## config.mk

```make
export PLATFORM = sky130hd
export DESIGN_NAME = apb_slave_mem_flat
export DESIGN_NICKNAME = d
export VERILOG_FILES = /design/src/rtl/apb_slave_mem_if.sv /design/src/rtl/apb_slave_mem.sv /design/src/flat_wrapper.sv
export SDC_FILE = /design/constraint.sdc
export NUM_CORES = 2
export LEC_CHECK = 0
export CORE_AREA = 2 2 417 419
export DETAILED_ROUTE_END_ITERATION = 8
export DIE_AREA = 0 0 419 421
export HOLD_SLACK_MARGIN = 0.02
export PLACE_DENSITY = 0.71
export SYNTH_ARGS = -nofsm -noshare
export SYNTH_HDL_FRONTEND = slang
export SYNTH_SLANG_ARGS = --single-unit
```

## constraint.sdc

```tcl
create_clock -name PCLK -period 5.3 [get_ports PCLK]
set_input_delay 1.06 -clock PCLK [delete_from_list [all_inputs] [get_ports PCLK]]
set_output_delay 1.06 -clock PCLK [all_outputs]
set_load 0.02 [all_outputs]
```

## src/rtl/apb_slave_mem_if.sv

```systemverilog
// APB completer-side signal bundle for apb_slave_mem.
// PSTRB exists only when APB_SLV_PSTRB_EN is defined.
interface apb_slave_mem_if #(
  parameter int unsigned ADDR_WIDTH = 8,
  parameter int unsigned DATA_WIDTH = 32
);
  logic                    PSELx;
  logic                    PENABLE;
  logic                    PWRITE;
  logic [ADDR_WIDTH-1:0]   PADDR;
  logic [DATA_WIDTH-1:0]   PWDATA;
`ifdef APB_SLV_PSTRB_EN
  logic [DATA_WIDTH/8-1:0] PSTRB;
`endif
  logic [DATA_WIDTH-1:0]   PRDATA;
  logic                    PREADY;
  logic                    PSLVERR;

  modport master (
    output PSELx, PENABLE, PWRITE, PADDR, PWDATA,
`ifdef APB_SLV_PSTRB_EN
    output PSTRB,
`endif
    input  PRDATA, PREADY, PSLVERR
  );

  modport slave (
    input  PSELx, PENABLE, PWRITE, PADDR, PWDATA,
`ifdef APB_SLV_PSTRB_EN
    input  PSTRB,
`endif
    output PRDATA, PREADY, PSLVERR
  );
endinterface

```

## src/rtl/apb_slave_mem.sv

```systemverilog
// APB completer with a word-addressed register memory, programmable wait states and
// PSLVERR on out-of-range addresses. Define APB_SLV_PSTRB_EN for byte-lane write strobes.
module apb_slave_mem #(
  parameter int unsigned ADDR_WIDTH  = 8,
  parameter int unsigned DATA_WIDTH  = 32,
  parameter int unsigned MEM_DEPTH   = 64,
  parameter int unsigned WAIT_STATES = 1
) (
  input  logic           PCLK,
  input  logic           PRESET,
  apb_slave_mem_if.slave apb
);

  localparam int unsigned STRB_W   = DATA_WIDTH / 8;
  localparam int unsigned IDX_W    = (MEM_DEPTH > 1) ? $clog2(MEM_DEPTH) : 1;
  localparam int unsigned CNT_W    = 4;
  localparam int unsigned CNT_INIT = (WAIT_STATES == 0) ? 0 : WAIT_STATES - 1;

  typedef enum logic [1:0] {
    S_IDLE  = 2'd0,
    S_WAIT  = 2'd1,
    S_READY = 2'd2
  } state_t;

  // Transfer captured in the setup cycle; ACCESS-phase bus changes are ignored.
  typedef struct packed {
    logic [ADDR_WIDTH-1:0] addr;
    logic                  write;
    logic [DATA_WIDTH-1:0] wdata;
`ifdef APB_SLV_PSTRB_EN
    logic [STRB_W-1:0]     strb;
`endif
    logic                  err;
  } req_t;

  state_t                r_state;
  req_t                  r_req;
  logic [CNT_W-1:0]      r_cnt;
  logic                  r_ready;
  logic                  r_slverr;
  logic [DATA_WIDTH-1:0] r_rdata;
  logic [DATA_WIDTH-1:0] r_mem [MEM_DEPTH];

  logic                  w_setup;
  logic                  w_err_in;
  logic [IDX_W-1:0]      w_idx_in;
  logic [IDX_W-1:0]      w_idx_req;
  logic                  w_commit;

  // Extra MSB so a full 2**ADDR_WIDTH memory never flags an error.
  assign w_setup   = apb.PSELx && !apb.PENABLE;
  assign w_err_in  = ({1'b0, apb.PADDR} >= (ADDR_WIDTH+1)'(MEM_DEPTH));
  assign w_idx_in  = IDX_W'(apb.PADDR);
  assign w_idx_req = IDX_W'(r_req.addr);
  assign w_commit  = apb.PSELx && apb.PENABLE && r_req.write && !r_req.err;

  always_ff @(posedge PCLK) begin
    if (PRESET) begin
      r_state  <= S_IDLE;
      r_req    <= '0;
      r_cnt    <= '0;
      r_ready  <= 1'b0;
      r_slverr <= 1'b0;
      r_rdata  <= '0;
      for (int i = 0; i < int'(MEM_DEPTH); i++) begin
        r_mem[i] <= '0;
      end
    end else begin
      case (r_state)
        S_IDLE: begin
          r_ready  <= 1'b0;
          r_slverr <= 1'b0;
          r_rdata  <= '0;
          if (w_setup) begin
            r_req.addr  <= apb.PADDR;
            r_req.write <= apb.PWRITE;
            r_req.wdata <= apb.PWDATA;
`ifdef APB_SLV_PSTRB_EN
            r_req.strb  <= apb.PSTRB;
`endif
            r_req.err   <= w_err_in;
            if (WAIT_STATES == 0) begin
              r_state  <= S_READY;
              r_ready  <= 1'b1;
              r_slverr <= w_err_in;
              r_rdata  <= (!apb.PWRITE && !w_err_in) ? r_mem[w_idx_in] : '0;
            end else begin
              r_cnt   <= CNT_W'(CNT_INIT);
              r_state <= S_WAIT;
            end
          end
        end

        S_WAIT: begin
          r_ready  <= 1'b0;
          r_slverr <= 1'b0;
          r_rdata  <= '0;
          if (!apb.PSELx) begin
            r_state <= S_IDLE;
          end else if (r_cnt == '0) begin
            r_state  <= S_READY;
            r_ready  <= 1'b1;
            r_slverr <= r_req.err;
            r_rdata  <= (!r_req.write && !r_req.err) ? r_mem[w_idx_req] : '0;
          end else begin
            r_cnt <= r_cnt - CNT_W'(1);
          end
        end

        S_READY: begin
          if (w_commit) begin
`ifdef APB_SLV_PSTRB_EN
            for (int b = 0; b < int'(STRB_W); b++) begin
              if (r_req.strb[b]) begin
                r_mem[w_idx_req][b*8 +: 8] <= r_req.wdata[b*8 +: 8];
              end
            end
`else
            r_mem[w_idx_req] <= r_req.wdata;
`endif
          end
          r_ready  <= 1'b0;
          r_slverr <= 1'b0;
          r_rdata  <= '0;
          r_state  <= S_IDLE;
        end

        default: begin
          r_ready  <= 1'b0;
          r_slverr <= 1'b0;
          r_rdata  <= '0;
          r_state  <= S_IDLE;
        end
      endcase
    end
  end

  assign apb.PRDATA  = r_rdata;
  assign apb.PREADY  = r_ready;
  assign apb.PSLVERR = r_slverr;

endmodule

```

## src/flat_wrapper.sv

```systemverilog
// flat-port wrapper written by rule: the top's interface ports become plain ports
module apb_slave_mem_flat 
#(
  parameter int unsigned ADDR_WIDTH  = 8,
  parameter int unsigned DATA_WIDTH  = 32,
  parameter int unsigned MEM_DEPTH   = 64,
  parameter int unsigned WAIT_STATES = 1
)
  (PCLK, PRESET, apb_PSELx, apb_PENABLE, apb_PWRITE, apb_PADDR, apb_PWDATA, apb_PRDATA, apb_PREADY, apb_PSLVERR);
  apb_slave_mem_if #(.ADDR_WIDTH(ADDR_WIDTH), .DATA_WIDTH(DATA_WIDTH)) apb_i ();
  input  logic PCLK;
  input  logic PRESET;
  input wire logic [$bits(apb_i.PSELx)-1:0] apb_PSELx;
  input wire logic [$bits(apb_i.PENABLE)-1:0] apb_PENABLE;
  input wire logic [$bits(apb_i.PWRITE)-1:0] apb_PWRITE;
  input wire logic [$bits(apb_i.PADDR)-1:0] apb_PADDR;
  input wire logic [$bits(apb_i.PWDATA)-1:0] apb_PWDATA;
  output wire logic [$bits(apb_i.PRDATA)-1:0] apb_PRDATA;
  output wire logic [$bits(apb_i.PREADY)-1:0] apb_PREADY;
  output wire logic [$bits(apb_i.PSLVERR)-1:0] apb_PSLVERR;
  assign apb_i.PSELx = apb_PSELx;
  assign apb_i.PENABLE = apb_PENABLE;
  assign apb_i.PWRITE = apb_PWRITE;
  assign apb_i.PADDR = apb_PADDR;
  assign apb_i.PWDATA = apb_PWDATA;
  assign apb_PRDATA = apb_i.PRDATA;
  assign apb_PREADY = apb_i.PREADY;
  assign apb_PSLVERR = apb_i.PSLVERR;
  apb_slave_mem #(.ADDR_WIDTH(ADDR_WIDTH), .DATA_WIDTH(DATA_WIDTH), .MEM_DEPTH(MEM_DEPTH), .WAIT_STATES(WAIT_STATES)) u_core (.PCLK(PCLK), .PRESET(PRESET), .apb(apb_i));
endmodule
```

; Word-level counts from Yosys, hierarchy flattened
; Memories as Yosys holds them, arrays and structs flattened. A register that Yosys moved wholly into a read port is not among the register bits.
; Cells that the tools add are included.
[totals]
reg_bits = 48
latchBits = 0
mem_bits_rw = 2048
mem_bits_ro = 0
in_bits = 45
out_inout_bits = 34
word_cells = 57
mem_count = 1
[op_classes]
addsub = 1
mul = 0
div = 0
n_lt_le_gt_ge = 1
eq_ne = 6
shifts = 0
muxes = 18
bitwise = 4
n_reduce_logical = 18
[mem_list]
columns = memory, words, word_bits, rd, rd_ports_with_merged_regs, wr, line_no
row1 = u_core.r_mem, 64, 32, 1, 1, 64, apb_slave_mem.sv:42  ; logic [DATA_WIDTH-1:0] r_mem [MEM_DEPTH];
[ops]
columns = cell, n
row1 = $mux W32, 1
row2 = $reduce_or A32 Y1, 1
row3 = $mux W4, 3
row4 = $ge A8 B7 Y1 const B, 1
row5 = $mux W1, 8
row6 = $pmux W4 S2, 1
row7 = $mux W2, 3
row8 = $mux W6, 1
row9 = $logic_and A1 B1 Y1, 5
row10 = $reduce_or A5 Y1, 1
row11 = $logic_not A4 Y1, 1
row12 = $ne A2 B2 Y1 const B, 2
row13 = $not A1 Y1, 4
row14 = $pmux W2 S2, 1
row15 = $reduce_and A2 Y1, 2
row16 = $reduce_and A4 Y1, 1
row17 = $reduce_or A4 Y1, 1
row18 = $sub A4 B1 Y4 const B, 1
row19 = $logic_not A1 Y1, 3
row20 = $ne A3 B2 Y1 const B, 1
row21 = $reduce_or A3 Y1, 1
row22 = $eq A2 B1 Y1 const B, 1
row23 = $eq A2 B2 Y1 const B, 1
row24 = $logic_not A2 Y1, 1
row25 = other kinds (2), 2

; Depth between registers and ports, before layout
[depth]
word_depth = 9
ltp_mapped = 10
mapped_depth_nobuf = 6

; Worst setup path before layout
; Ideal clock, no wire load.
[synth_timing]
path_type = input-to-reg
start = input apb_PSELx
end = memory u_core.r_mem[17][0] (enable)
setup_time_ps = 375
arrival_time_ps = 2729
t_required_ps = 4925
slack_ps = 2197
path_stages = 6
n_path_buf = 0
path_cell_list = nor2b_1 > nand3_1 > nor4b_4 > nand3_1 > nor2_1 > or2_2
[synth_lines]
columns = element, line_no
row1 = "start, declared", flat_wrapper.sv:13  ; input wire logic [$bits(apb_i.PSELx)-1:0] apb_PSELx;
row2 = "end, declared", apb_slave_mem.sv:42

==> out/qor.txt <==
root buf cell: clkbuf_16
power density over cell area: 348.8 nW/µm²
routability cong.: 0.9808
layout cells sized above 1: 12.32%
DIE HEIGHT: 421 µm
leading cell type in the layout, fill and taps excluded: and2_1
warning count from the yosys run: 0
core area: 172500 µm²
Port Buf Inserts: 78
final critical-path required period: 4.420 ns
Post-Syn Nets: 7197
Slew HR: 8.275%
# setup viols final: 0
Final #Nets: 7033
Via density: 6.504
clock tree from TritonCTS: done
post-CTS setup buffer count: 0
Max H-tree Level: 4
GRT Total Usage: 33.04%
Avg Synthesized Cell Area: 13.18 µm²
top_reg_cell synth: edfxtp_1
Pwr Total: 36.75 mW
HPWL after detailed placement: 179500 µm
max-cap violation count: 0
clk sinks: 2128
DR pass1 iterations: 7
via count: 61830
WS Path Type: reg2reg
Max Freq: 226.2 MHz
clock-pin slew on the worst setup and hold paths: 0.06 ns
CTS resizes: 0
Max Transition Viols Final: 0
status: finished, final reports clean
CP Launch Type: flip-flop
Mapped Cells: 7151
worst-path cell chain: nor2_4, buf_4, a221oi_1, a211oi_1, a221oi_1, o2111a_1, a41oi_1
Max FO, Critical Path: 49
# DRC: 0
max incr delay on CP: 1.17 ns
Die Wd: 419 µm
ANT nets after route: 0
largest net degree at the start of global routing: 108
first-pass GRT wire length: 420800 µm
I/O Pins: 79
Worst-Margin Slew: 1.373 ns
launch point of the worst reg-to-reg path: u_core.r_req[35]$_SDFFE_PP0P_
clk_lat worst skew: 0.87 ns
final setup TNS: 0 ns
ys async rst share: 0%
Final Hold Fails: 0
sequential element share of the synthesized area: 66.95%
RR Endpoint: u_core.apb.PRDATA[9]$_SDFF_PP0_
most frequent cells in the layout: and2_1 (2051), edfxtp_1 (2048), a221oi_1 (404)
most frequent CP cell: a221oi_1
Routed WL: 293500 µm
Critical path origin: u_core.r_req[35]$_SDFFE_PP0P_
Initial Utilization: 54.65%
WP data arrival: 5.18 ns
Iteration-0 DRC Markers: 10660
initial antenna violation count: 22
Layout area overhead: 11.78%
CP Capture Type: flip-flop
Overflow after GRT: 0
final worst path period share: 83.40%
Pleak: 37.07 nW
Num CTS Buffers: 211
Post-synth EDFFs: 2048
HP Class: reg2reg
RSZ-0062 raised after global routing: no
register bit total from synthesis: 2128
Hold-fix buffers, CTS: 0
vias in the first global route: 59790
Mapped Area: 94260 µm²
VDD IR-drop max: 338.1 µV
Std-Cell Rows: 153
R2R Setup Slk: 0.88 ns
end of the critical path: u_core.apb.PRDATA[9]$_SDFF_PP0_
Layout Skew: 0.03745 ns
die area: 176400 µm²
Synth cell types: 58
Req. time, crit path: 6.06 ns
DR WL/cell: 30.88 µm
slowest cell on the critical path: nor2_4
reg2reg path depth: 7
Max clock buf depth: 3
-- cell type report --
| type | count | area (µm²) |
|---|---|---|
| antenna | 7 | 17.52 |
| clock buffer | 287 | 5792 |
| timing repair buffer | 405 | 3934 |
| multi-input combinational | 4236 | 28320 |
| clock inverter | 113 | 1211 |
| inverter | 5 | 22.52 |
| sequential | 2128 | 63160 |
| tap | 2325 | 2909 |
| fill | 12720 | 67120 |
-- Yosys cell counts (all sizes together) (6+ instances only) --
master	n	share of area, %
a211oi	11	0.088
a21oi	185	0.98
a221oi	404	3.8
a222oi	10	0.11
a22o	22	0.20
a22oi	402	3.2
a2bb2oi	9	0.084
a31oi	28	0.19
a41oi	11	0.10
and2	2056	14
and3	13	0.086
buf	140	0.67
clkbuf	642	2.6
dfxtp	80	1.7
edfxtp	2048	65
mux2	46	0.55
mux2i	91	0.97
mux4	32	0.76
nand2	140	0.56
nand2b	7	0.046
nand3	31	0.16
nor2	205	0.82
nor2b	13	0.086
nor3	117	0.63
nor4	16	0.11
o2111a	9	0.11
o2111ai	7	0.065
o21ai	75	0.40
o221ai	6	0.056
o22ai	171	1.1
o31a	11	0.10
or2	67	0.44
or4	7	0.056
-- routing by layer --
layer	global-route usage (%)	routed length, µm	up-vias
met5	0	80	-
met3	9.991	40760	709
met4	17.62	17420	12
met2	47.88	128400	4338
li1	-	-	26180
met1	44.90	106900	30590
-- critical path: cells and delay by family (launching register included) --
family,cells,cell delay (ns)
AND/OR/NAND/NOR,1,1.17
buffers and inverters,1,0.59
flip-flops,1,0.65
AO/OA/AOI/OAI,5,1.81
-- cells by family after synthesis --
kind of cell | Yosys count | share of synthesized area, %
buffers and inverters | 787 | 3.242
AND/OR/NAND/NOR | 2688 | 16.80
multiplexers | 169 | 2.281
XOR/XNOR | 2 | 0.01859
adder cells (fa/ha/maj) | 1 | 0.01327
flip-flops | 2128 | 66.95
AO/OA/AOI/OAI | 1376 | 10.70
-- state kept, by name, summed over array words and instances (netlist names) --
signal,flops
u_core.r_mem,2048
u_core.r_req,40
u_core.apb.PRDATA,32
u_core.r_cnt,4
u_core.r_state,2
u_core.apb.PREADY,1
u_core.apb.PSLVERR,1
-- worst min path at each step --
stage,start,depth (start not counted),slack [ns],endpoint
floorplan,u_core.r_req[33]$_SDFFE_PP0P_,2,0.45,u_core.r_req[33]$_SDFFE_PP0P_
global placement,u_core.r_req[14]$_SDFFE_PP0P_,2,0.44,u_core.r_req[14]$_SDFFE_PP0P_
detailed placement,u_core.r_req[28]$_SDFFE_PP0P_,2,0.44,u_core.r_req[28]$_SDFFE_PP0P_
CTS,u_core.r_req[30]$_SDFFE_PP0P_,2,0.45,u_core.r_req[30]$_SDFFE_PP0P_
global route,u_core.r_req[24]$_SDFFE_PP0P_,2,0.46,u_core.r_req[24]$_SDFFE_PP0P_
finish,u_core.r_req[14]$_SDFFE_PP0P_,2,0.45,u_core.r_req[14]$_SDFFE_PP0P_
-- through the flow --
stage / hold slack (ns) / worst slack (ns) / cell area, µm² / cells / util [%]
after floorplan: 0.4503 / 2.197 / 94260 / 7151 / -
after global placement: 0.4387 / 0.8292 / 98340 / 9099 / 57.01
after detailed placement: 0.4433 / 0.7956 / 98340 / 9099 / 57.01
after CTS: 0.4520 / 1.160 / 105300 / 9499 / 61.07
after global routing: 0.4645 / 0.9570 / 105300 / 9499 / 61.07
final: 0.4513 / 0.8798 / 105400 / 9506 / 61.08
-- power breakdown --
| part | total, mW | internal (mW) | switching, mW |
|---|---|---|---|
| logic | 2.40 | 0.642 | 1.75 |
| clock network | 15.2 | 8.66 | 6.54 |
| registers | 19.2 | 18.9 | 0.241 |
Note: power is estimated with default switching activity, not from simulation.
